`src/rtl/minterm_sweep_ctrl.sv`:
```
// Steps a 4-input minterm circuit through i=0..15, holds each vector SETTLE+1 cycles, captures y into a truth table
// and compares it against EXP_MASK. Sweep takes 16*(SETTLE+1) cycles; done pulses one cycle after the last sample.
module minterm_sweep_ctrl #(
  parameter logic [15:0] EXP_MASK = 16'h587E,
  parameter int unsigned SETTLE   = 1
) (
  input  logic        clk,
  input  logic        rst,
  input  logic        start,
  input  logic        en_mode,
  input  logic        abort,
  input  logic        y_in,
  output logic [3:0]  i_out,
  output logic        en_out,
  output logic        busy,
  output logic        done,
  output logic [15:0] result,
  output logic [4:0]  err_count,
  output logic [3:0]  first_err,
  output logic        pass
);

  typedef enum logic [1:0] {IDLE, HOLD, DONE} state_t;

  localparam logic [3:0] SETTLE_W = 4'(SETTLE);

  state_t      state, state_n;
  logic [3:0]  cnt, cnt_n;
  logic [3:0]  i_n;
  logic        en_n, busy_n, done_n, pass_n;
  logic [15:0] result_n;
  logic [4:0]  err_n;
  logic [3:0]  ferr_n;
  logic        exp_bit;

  always_ff @(posedge clk) begin
    if (rst) begin
      state     <= IDLE;
      cnt       <= '0;
      i_out     <= '0;
      en_out    <= 1'b0;
      busy      <= 1'b0;
      done      <= 1'b0;
      result    <= '0;
      err_count <= '0;
      first_err <= '0;
      pass      <= 1'b0;
    end else begin
      state     <= state_n;
      cnt       <= cnt_n;
      i_out     <= i_n;
      en_out    <= en_n;
      busy      <= busy_n;
      done      <= done_n;
      result    <= result_n;
      err_count <= err_n;
      first_err <= ferr_n;
      pass      <= pass_n;
    end
  end

  always_comb begin
    state_n  = state;
    cnt_n    = cnt;
    i_n      = i_out;
    en_n     = en_out;
    busy_n   = busy;
    done_n   = 1'b0;
    result_n = result;
    err_n    = err_count;
    ferr_n   = first_err;
    pass_n   = pass;
    exp_bit  = en_out & EXP_MASK[i_out];

    case (state)
      IDLE: begin
        busy_n = 1'b0;
        if (start) begin
          state_n  = HOLD;
          en_n     = en_mode;
          i_n      = '0;
          busy_n   = 1'b1;
          result_n = '0;
          err_n    = '0;
          ferr_n   = '0;
          cnt_n    = '0;
        end
      end

      HOLD: begin
        if (abort) begin
          // Partial result/err_count stay visible for debug; pass is left untouched.
          state_n = IDLE;
          busy_n  = 1'b0;
          i_n     = '0;
          en_n    = 1'b0;
          cnt_n   = '0;
        end else if (cnt == SETTLE_W) begin
          result_n[i_out] = y_in;
          if (y_in != exp_bit) begin
            err_n = err_count + 5'd1;
            if (err_count == 5'd0) begin
              ferr_n = i_out;
            end
          end
          if (i_out == 4'd15) begin
            state_n = DONE;
            busy_n  = 1'b0;
            done_n  = 1'b1;
            i_n     = '0;
            pass_n  = (err_n == 5'd0);
          end else begin
            i_n   = i_out + 4'd1;
            cnt_n = '0;
          end
        end else begin
          cnt_n = cnt + 4'd1;
        end
      end

      DONE: begin
        state_n = IDLE;
        busy_n  = 1'b0;
      end

      default: begin
        state_n = IDLE;
        busy_n  = 1'b0;
      end
    endcase
  end

endmodule

```
`config.mk`:
```
export PLATFORM = sky130hd
export DESIGN_NAME = minterm_sweep_ctrl
export DESIGN_NICKNAME = d
export VERILOG_FILES = /design/src/rtl/minterm_sweep_ctrl.sv
export SDC_FILE = /design/constraint.sdc
export NUM_CORES = 1
export LEC_CHECK = 0
export ABC_AREA = 1
export BUFFER_PORTS_ARGS = -buffer_cell sky130_fd_sc_hd__buf_2
export CAP_MARGIN = 40
export CORE_ASPECT_RATIO = 0.5
export CORE_MARGIN = 10
export CORE_UTILIZATION = 45
export CTS_CLUSTER_DIAMETER = 50
export DETAILED_ROUTE_END_ITERATION = 8
export GPL_ROUTABILITY_DRIVEN = 0
export HOLD_SLACK_MARGIN = 0.1
export PLACE_DENSITY = 0.69
export SKIP_LAST_GASP = 1
export SYNTH_ARGS = -nofsm -noshare
export SYNTH_HDL_FRONTEND = slang
export SYNTH_SLANG_ARGS = --single-unit
```
`constraint.sdc`:
```
create_clock -name clk -period 1.46 [get_ports clk]
set_input_delay 0.073 -clock clk [delete_from_list [all_inputs] [get_ports clk]]
set_output_delay 0.073 -clock clk [all_outputs]
set_load 0.005 [all_outputs]
```
==> qor.yml, run 1 <==
status: "finished, violations left"
violations: "negative setup slack"
synth_nets: 327
syn_area_mm2: 0.00212
dp_slack_ns: -0.0562
fin_crit_sh_pct: 106
cts.path.max_buffers: 2
yosysWarnings: 0
power_switching_uw: 689
worstPathCellList: "inv_4 -> nand2_4 -> nor2_4 -> inv_2 -> o21ai_4 -> nand3_4 -> clkinvlp_4 -> nand2_1 -> a21oi_1"
ys_types: 24
die_area_mm2: 0.00802
antenna_found_initial: 0
synthTopCellsByArea: "dfxtp_1, nand2_1, inv_1, a21oi_1, nand3_1"
seq_area_frac_synth_pct: 37.8
worstMarginPinSlew_ns: 0.272
worstPathArrival_ns: 1.78
cts_sinks: 40
p_leak_uw: 0.00136
drt_first_pass_iters: 4
fin_cells: 449
drv_cap: 0
htree_num_levels: 2
drive_above_1_share_pct: 38.5
start_util_pct: 47.4
cts_tree: "yes"
p_comb_share_pct: 21.4
fin_nets: 406
crit_required_ns: 1.69
pin_count: 39
io_buffer_count: 38
hpwl_um: 4070
synth_common_cells: "nand2_1, dfxtp_1, inv_1"
met3_usage_pct: 4.31
die_x_um: 117
endpoint_kind: "register"
critPathLaunchType: "register"
hp-class: "primary input to register"
async_reset_ff_share_pct: 0
netlist_instances: 313
clock_latency_ns: 0.30
yosys_most_used_dff: "dfxtp_1"
reg2reg_slack_ns: -0.08
path_class: "register to register"
cp_slowest_cell: "dfxtp_4"
top_usage_layer: "met2"
p_seq_share_pct: 49.0
fin_area_mm2: 0.00297
grt_pass1_vias: 2142
setup_ws_ns: -0.0842
ys_ff_latch: 40
diodes: 0
wirelength_um: 6150
whs_ns: 0.153
synth.largest_area_cell: "dfxtp_1"
slew_violations: 0
cts_buffers: 5
drtAntennaViolNets: 0
grtUsageMet1_pct: 17.1
fin_util_pct: 66.5
rsz0062_at_grt: "yes"
die_h_um: 68.5
fin_crit_ns: 1.54
hold_viol: 0
timing.fmax_mhz: 648
grt_max_degree: 20
clkPwrFrac_pct: 29.6
core_mm2: 0.00447
overflow: 0
syn_area_per_cell_um2: 6.77
vdd_ir_drop_max_v: 0.000451
syn2layout_area_growth_pct: 40.2
drtIter0Drc: 107
crit_fanout: 8
power_density_mw_per_mm2: 787
switching_share_pct: 29.5
wl_per_cell_um: 13.7
use_met2_pct: 25.8
clock_skew_ns: 0.00626
dpl_cell_area_mm2: 0.00254
synth_top_area_share_pct: 37.8
dp.cells: 428
path_clk_slew_ns: 0.07
yosysMostFrequentCell: "nand2_1"
finalSetupViolCount: 19
cpPeakStageDelay_ns: 0.36
grtUsageTotal_pct: 14.8
cell_internal_pwr_uw: 1650
via_count: 2305
grt_pass1_wl_um: 9600
cts_root_buffer: "clkbuf_8"
relSlewSlack_pct: 81.8
drc_errors: 0
viasPerCell: 5.13
row_count: 17
synth_edf_count: 0
==> per-layer routing <==
layer	wire, um	share of wire, %
met2	2930	48
met3	446	7.3
met5	0	0
met4	99	1.6
met1	2680	44
==> cells by family after synthesis <==
logic type	Yosys count	synth area share, %
AND/OR/NAND/NOR	160	32.2
XOR/XNOR	2	0.827
flip-flops	40	37.8
buffers and inverters	46	9.04
adder cells (fa/ha/maj)	8	4.73
AO/OA/AOI/OAI	57	15.4
==> final cells by class <==
type | count | area [um2]
clock buffers | 6 | 72.6
clock inverters | 1 | 5.00
fillers | 366 | 1500
inverters | 38 | 150
multi-input cells | 227 | 1290
flip-flops and latches | 40 | 817
well taps | 57 | 71.3
repair buffers | 79 | 556
repair inverters | 1 | 7.51
==> power groups by stage <==
stage	Sequential (uW)	Clock, uW	Combinational [uW]
CTS	1140	710	367
floorplan	1170	0	225
detailed placement	1170	0	345
global route	1150	767	554
global placement	1170	0	344
finish	1150	693	500
==> cell usage in the layout (no fill, tap or decap), types with 7 or more instances in the layout <==
cell     netlist  routed
nand2_1       94      87
o21ai_2        1      11
a21oi_2       10      15
o21ai_1        1       7
nand2_2        3       7
nor2_1        24      21
nand3_1       24      21
dfxtp_1       40      33
buf_4          1      36
inv_1         34      30
a21oi_1       24      19
buf_2          0      38
nand4_1        8       8
==> worst paths after layout <==
check / start / to / cells after the start
worst min register to register: result[1] / result[1] / 2
worst min-delay path: start / en_out / 5
worst max-delay path: state[1] / result[13] / 9
worst max register to register: state[1] / result[13] / 9
==> sequential cells by signal (all words and copies together), names as in the netlist, 2 cells and up, named ones only <==
name       flops
cnt            4
err_count      5
first_err      4
i_out          4
result        16
state          2
==> through the flow <==
step,power (uW),TNS (ns)
after floorplan,1390,0
after global placement,1510,0
after detailed placement,1510,-0.554
after CTS,2220,-0.0200
after global routing,2470,-2.79
final,2340,-0.970
==> repair_timing <==
action / 4_1_cts / 5_1_grt
buffers inserted: 1 / 9
endpoints found under the hold margin: 1 / 0
cloned: 1 / 2
gates resized for setup: 9 / 67
endpoints found under the setup margin: 20 / 34
hold buffers: 1 / 0
pin swaps: 1 / 28
==> worst max-delay path, delay by kind of cell, from the launching register on <==
kind                   cells  cell delay, ns
flip-flops                 1            0.36
AO/OA/AOI/OAI              2            0.34
AND/OR/NAND/NOR            4            0.45
buffers and inverters      3            0.34
Power figures use the tool's default switching activity.
==> run 2: changes to the inputs <==
Settings changed: PLACE_DENSITY 0.69 to 0.67.
==> qor.yml, run 2 (same netlist as run 1, synthesis figures left out) <==
critPathLaunchType: "register"  # unchanged
drv_cap: 0  # unchanged
cts_root_buffer: "clkbuf_8"  # unchanged
worst-path-buf-inv: 3  # unchanged
worstPathCellList: "inv_2 -> ha_4 -> nand2_4 -> buf_4 -> nor2_1 -> buf_4 -> nand3_1 -> a21oi_1"  # was inv_4 -> nand2_4 -> nor2_4 -> inv_2 -> o21ai_4 -> nand3_4 -> clkinvlp_4 -> nand2_1 -> a21oi_1
via_count: 2408  # was 2,305
diodes: 0  # unchanged
endpoint_kind: "register"  # unchanged
crit_required_ns: 1.69  # about the same
finalSetupViolCount: 2  # was 19
vdd_ir_drop_max_v: 0.000434  # was 0.000451 V
status: "finished, violations left"  # unchanged
critPathTopFamily: "buffers and inverters"  # was simple AND/OR/NAND/NOR gates
largest_reg_flops: 16  # unchanged
startpoint: "cnt[1]"  # was state[1]
relSlewSlack_pct: 81.7  # was 81.8%
drtIter0Drc: 113  # was 107
cts_sinks: 40  # unchanged
grtUsageTotal_pct: 15.6  # was 14.8%
final-seq-area_um2: 818  # was 817 um2
topRoutingLayerUsed: "met4"  # unchanged
start_util_pct: 47.4  # unchanged
worstMarginPinSlew_ns: 0.275  # was 0.272 ns
fin_crit_ns: 1.47  # was 1.54 ns
wl_met2_um: 3200  # was 2930 um
reg2reg_to: "err_count[0]"  # was result[13]
reg_top3: "result: 16 flops, err_count: 5 flops"  # unchanged
hold_viol: 0  # unchanged
die_h_um: 68.5  # unchanged
violations: "negative setup slack"  # unchanged
cp_slowest_cell: "dfxtp_2"  # was dfxtp_4
antenna_found_initial: 0  # unchanged
io_buffer_count: 38  # unchanged
core_mm2: 0.00447  # unchanged
whs_ns: 0.163  # was 0.153 ns
clock_latency_ns: 0.30  # about the same
p_leak_uw: 0.00138  # was 0.00136 uW
hp-class: "primary input to register"  # unchanged
cts_tree: "yes"  # unchanged
drive_above_1_share_pct: 37.2  # was 38.5%
fin_util_pct: 67.5  # was 66.5%
mostFrequentLayoutCells: "nand2_1, buf_4, buf_2"  # was nand2_1, buf_2, buf_4
final_common_cell: "nand2_1"  # unchanged
overflow: 0  # unchanged
row_count: 17  # unchanged
r2r_cells: 8  # was 9
reg2reg_slack_ns: -0.01  # was -0.08 ns
multi_input_area_mm2: 0.00128  # was 0.00129 mm2
worstPathArrival_ns: 1.71  # was 1.78 ns
drtAntennaViolNets: 0  # unchanged
grt_max_degree: 21  # was 20
cpPeakStageDelay_ns: 0.33  # was 0.36 ns
clock_skew_ns: 0.00943  # was 0.00626 ns
grt_pass1_vias: 2279  # was 2,142
path_class: "register to register"  # unchanged
syn2layout_area_growth_pct: 42.3  # was 40.2%
crit_fanout: 5  # was 8
m1WireLength_um: 2710  # was 2680 um
pin_count: 39  # unchanged
wl_per_cell_um: 14.4  # was 13.7 um
timing.fmax_mhz: 678  # was 648 MHz
cts_buffers: 5  # unchanged
drc_errors: 0  # unchanged
viasPerCell: 5.29  # was 5.13
hold_path.startpoint: "rst"  # was start
die_area_mm2: 0.00802  # unchanged
htree_num_levels: 2  # unchanged
dp_slack_ns: -0.0311  # was -0.0562 ns
holdPathEnd: "cnt[0]"  # was en_out
fin_nets: 411  # was 406
power_density_mw_per_mm2: 857  # was 787 mW/mm2
setup_ws_ns: -0.0145  # was -0.0842 ns
wirelength_um: 6550  # was 6150 um
met3_length_um: 464  # was 446 um
path_clk_slew_ns: 0.08  # was 0.07 ns
r2r_start: "cnt[1]"  # was state[1]
fillers: 384  # was 366
grt_pass1_wl_um: 10100  # was 9600 um
rsz0062_at_grt: "yes"  # unchanged
top_register: "result"  # unchanged
hpwl_um: 4330  # was 4070 um
path_common_cell: "buf_4"
cts.path.max_buffers: 2  # unchanged
drt_first_pass_iters: 4  # unchanged
fin_crit_sh_pct: 101  # was 106%
slew_violations: 0  # unchanged
holdPathStages: 3  # was 5
die_x_um: 117  # unchanged
[run 2: cell count changes in the layout (fill, tap and decap cells not counted), moves of 3 or more]
cell,delta
o21ai_1,-5
o21ai_0,+15
o21ai_2,-10
buf_6,+3
buf_4,+4
[run 2: worst min-delay path, cell delays in order]
cell and delay, ns:
buf_2 0.10, buf_4 0.22, a21oi_2 0.04
[run 2: cell type report]
class	instances	share of cell area [%]
timing repair buffer	84	18.9
tap	57	2.37
timing repair inverter	1	0.249
multi-input combinational	227	42.4
inverter	38	4.90
clock inverter	2	1.29
clock buffer	6	2.74
sequential	40	27.1
[run 2: worst max-delay path by stage]
stage,end,depth (start not counted)
5_1_grt,result[9],8
2_1_floorplan,cnt[1],9
3_3_place_gp,result[8],8
4_1_cts,result[7],9
3_5_place_dp,result[10],8
6_report,err_count[0],8
[run 2: power breakdown]
part	switching [uW]	internal (uW)	leakage, uW
clock network	411	559	0.0000614
logic	282	186	0.000990
registers	29.5	1120	0.000328
[run 2: stage by stage]
| step | TNS, ns | std cells | area, um2 | total power (uW) |
|---|---|---|---|---|
| after floorplan | 0 | 313 | 2120 | 1390 |
| after global placement | 0 | 434 | 2590 | 1520 |
| after detailed placement | -0.335 | 434 | 2590 | 1520 |
| after CTS | -0.00379 | 446 | 2800 | 2510 |
| after global routing | -1.29 | 455 | 3010 | 2700 |
| final | -0.0268 | 455 | 3010 | 2580 |
[run 2: per-layer routing]
| layer | vias to the layer above | global-route usage [%] |
|---|---|---|
| li1 | 1178 | - |
| met1 | 1123 | 17.6 |
| met2 | 87 | 28.2 |
| met3 | 20 | 4.22 |
| met4 | 0 | 6.12 |
| met5 | - | 0 |
[run 2: what timing repair did]
item / in CTS / in global routing
gates resized for setup: 11 / 47
endpoints found under the setup margin: 21 / 37
gates cloned: 1 / 0
pin swaps: 2 / 16
endpoints found under the hold margin: 1 / 0
buffers inserted: 2 / 9
hold buffers: 1 / 0
==> run 3: changes to the inputs <==
Settings changed: ABC_AREA 1 to not set.
==> qor.yml, run 3 <==
violations: "negative setup slack"  # unchanged
synth_common_cells: "a21oi_1, dfxtp_1, o21ai_0"  # was nand2_1, dfxtp_1, inv_1
drc_errors: 0  # unchanged
power_density_mw_per_mm2: 698  # was 857 mW/mm2
startpoint: "cnt[1]"  # unchanged
grt_max_degree: 28  # was 21
drtAntennaViolNets: 0  # unchanged
syn_area_per_cell_um2: 7.99  # was 6.77 um2
yosysWarnings: 0  # unchanged
row_count: 17  # unchanged
htree_num_levels: 2  # unchanged
seq_area_frac_synth_pct: 38.1  # was 37.8%
start_util_pct: 47.3  # was 47.4%
synth_top_area_share_pct: 38.1  # was 37.8%
slew_violations: 0  # unchanged
grt_pass1_vias: 2387  # was 2,279
cts_sinks: 40  # unchanged
hp-class: "primary input to register"  # unchanged
setup_ws_ns: -0.335  # was -0.0145 ns
fin_area_mm2: 0.00344  # was 0.00301 mm2
antenna_found_initial: 0  # unchanged
r2r_start: "cnt[1]"  # unchanged
fin_nets: 373  # was 411
mostFrequentLayoutCells: "buf_4, a21oi_1, buf_2"  # was nand2_1, buf_4, buf_2
drv_cap: 0  # unchanged
endpoint_kind: "register"  # unchanged
hold_path.startpoint: "rst"  # unchanged
wirelength_um: 7760  # was 6550 um
path_clk_slew_ns: 0.09  # was 0.08 ns
syn2layout_area_growth_pct: 63.9  # was 42.3%
synth_edf_count: 0  # unchanged
largest_reg_flops: 16  # unchanged
syn_area_mm2: 0.00210  # was 0.00212 mm2
finalSetupViolCount: 38  # was 2
diodes: 0  # unchanged
synth_nets: 277  # was 327
status: "finished, violations left"  # unchanged
hold_viol: 0  # unchanged
die_x_um: 117  # about the same
crit_required_ns: 1.65  # was 1.69 ns
yosys_most_used_dff: "dfxtp_1"  # unchanged
netlist_instances: 263  # was 313
dp.cells: 389  # was 434
drtIter0Drc: 95  # was 113
ys_types: 48  # was 24
grt_pass1_wl_um: 11800  # was 10,100 um
worstPathArrival_ns: 1.99  # was 1.71 ns
timing.fmax_mhz: 557  # was 678 MHz
wl_per_cell_um: 18.6  # was 14.4 um
die_area_mm2: 0.00797  # was 0.00802 mm2
synthTopCellsByArea: "dfxtp_1, a21oi_1, o21ai_0, nand3_1, ha_1"  # was dfxtp_1, nand2_1, inv_1, a21oi_1, nand3_1
synth.largest_area_cell: "dfxtp_1"  # unchanged
critPathLaunchType: "register"  # unchanged
fin_crit_ns: 1.80  # was 1.47 ns
hpwl_um: 4620  # was 4330 um
drt_first_pass_iters: 4  # unchanged
clock_skew_ns: 0.0112  # was 0.00943 ns
worstMarginPinSlew_ns: 0.550  # was 0.275 ns
drive_above_1_share_pct: 53.3  # was 37.2%
overflow: 0  # unchanged
p_leak_uw: 0.00140  # was 0.00138 uW
cts_tree: "yes"  # unchanged
core_mm2: 0.00445  # was 0.00447 mm2
cts_root_buffer: "clkbuf_8"  # unchanged
cts_buffers: 5  # unchanged
top_register: "result"  # unchanged
io_buffer_count: 38  # unchanged
path_class: "register to register"  # unchanged
viasPerCell: 5.92  # was 5.29
grtUsageTotal_pct: 18.8  # was 15.6%
relSlewSlack_pct: 63.4  # was 81.7%
die_h_um: 68.3  # was 68.5 um
dpl_cell_area_mm2: 0.00278  # was 0.00259 mm2
fin_crit_sh_pct: 123  # was 101%
cts.path.max_buffers: 2  # unchanged
crit_fanout: 4  # was 5
via_count: 2469  # was 2,408
ys_ff_latch: 40  # unchanged
pin_count: 39  # unchanged
final_common_cell: "buf_4"  # was nand2_1
clock_latency_ns: 0.31  # was 0.30 ns
vdd_ir_drop_max_v: 0.000631  # was 0.000434 V
yosysMostFrequentCell: "a21oi_1"  # was nand2_1
async_reset_ff_share_pct: 0  # unchanged
reg_top3: "result: 16 flops, err_count: 5 flops"  # unchanged
fin_cells: 417  # was 455
rsz0062_at_grt: "yes"  # unchanged
==> run 3: logic make-up (layout without fill, tap and decap cells) <==
kind of cell,after synthesis,in the layout,synth area share [%]
fa+ha+maj,8,8,4.76
xor+xnor,3,3,1.25
simple gates,82,82,20.7
compound gates,97,97,27.6
buf+inv,29,126,5.71
flops,40,40,38.1
mux,4,4,1.96
==> run 3: worst max-delay path: stages (launching register included) <==
cell	delay, ns
dfxtp_2	0.33
inv_2	0.06
ha_4	0.12
or3b_4	0.43
nor4_4	0.23
mux2i_1	0.16
a311oi_1	0.24
mux2i_1	0.12
==> run 3: through the flow <==
| stage | utilization, % | setup TNS, ns | power [uW] | setup slack [ns] | hold slack [ns] |
|---|---|---|---|---|---|
| 3_3_place_gp | 62.5 | -5.57 | 1350 | -0.245 | 0.348 |
| 6_report | 77.5 | -6.69 | 2400 | -0.335 | 0.220 |
| 2_1_floorplan | - | -1.37 | 1250 | -0.233 | 0.146 |
| 5_1_grt | 77.5 | -9.62 | 2460 | -0.409 | 0.251 |
| 4_1_cts | 74.1 | -4.89 | 2340 | -0.250 | 0.215 |
| 3_5_place_dp | 62.5 | -6.95 | 1350 | -0.300 | 0.378 |
==> run 3: metal layers <==
layer,vias up,share of wire (%),routed length [um],track usage (%)
met4,0,3.5,275,6.88
li1,1146,-,-,-
met1,1157,40,3110,20.6
met3,34,7.4,577,5.50
met5,-,0,0,0
met2,132,49,3800,34.7
==> run 3: repair_timing <==
item	4_1_cts	5_1_grt
gates cloned	2	0
endpoints found under the hold margin	1	0
resized for setup	69	26
buffers inserted	12	8
endpoints found under the setup margin	37	39
hold buffers	1	0
pin swaps	42	13
==> run 3: final timing paths <==
check | to | slack [ns] | cells after the start
setup reg to reg | register | -0.34 | 7
setup / recovery | register | -0.34 | 7
hold / removal | i_out[0] | 0.22 | 2
hold reg to reg | result[11] | 0.48 | 2
==> run 3: layout make-up <==
| class | instances | area, um2 |
|---|---|---|
| clock buffers | 8 | 121 |
| repair buffers | 110 | 876 |
| inverters | 8 | 30.0 |
| flip-flops and latches | 40 | 813 |
| well taps | 57 | 71.3 |
| fillers | 270 | 1000 |
| multi-input cells | 194 | 1530 |
==> run 3: where the power goes <==
part | internal (uW) | switching (uW) | leakage (uW)
registers | 1100 | 6.63 | 0.000327
clock network | 535 | 436 | 0.0000627
logic | 149 | 180 | 0.00101
total | 1780 | 623 | 0.00140
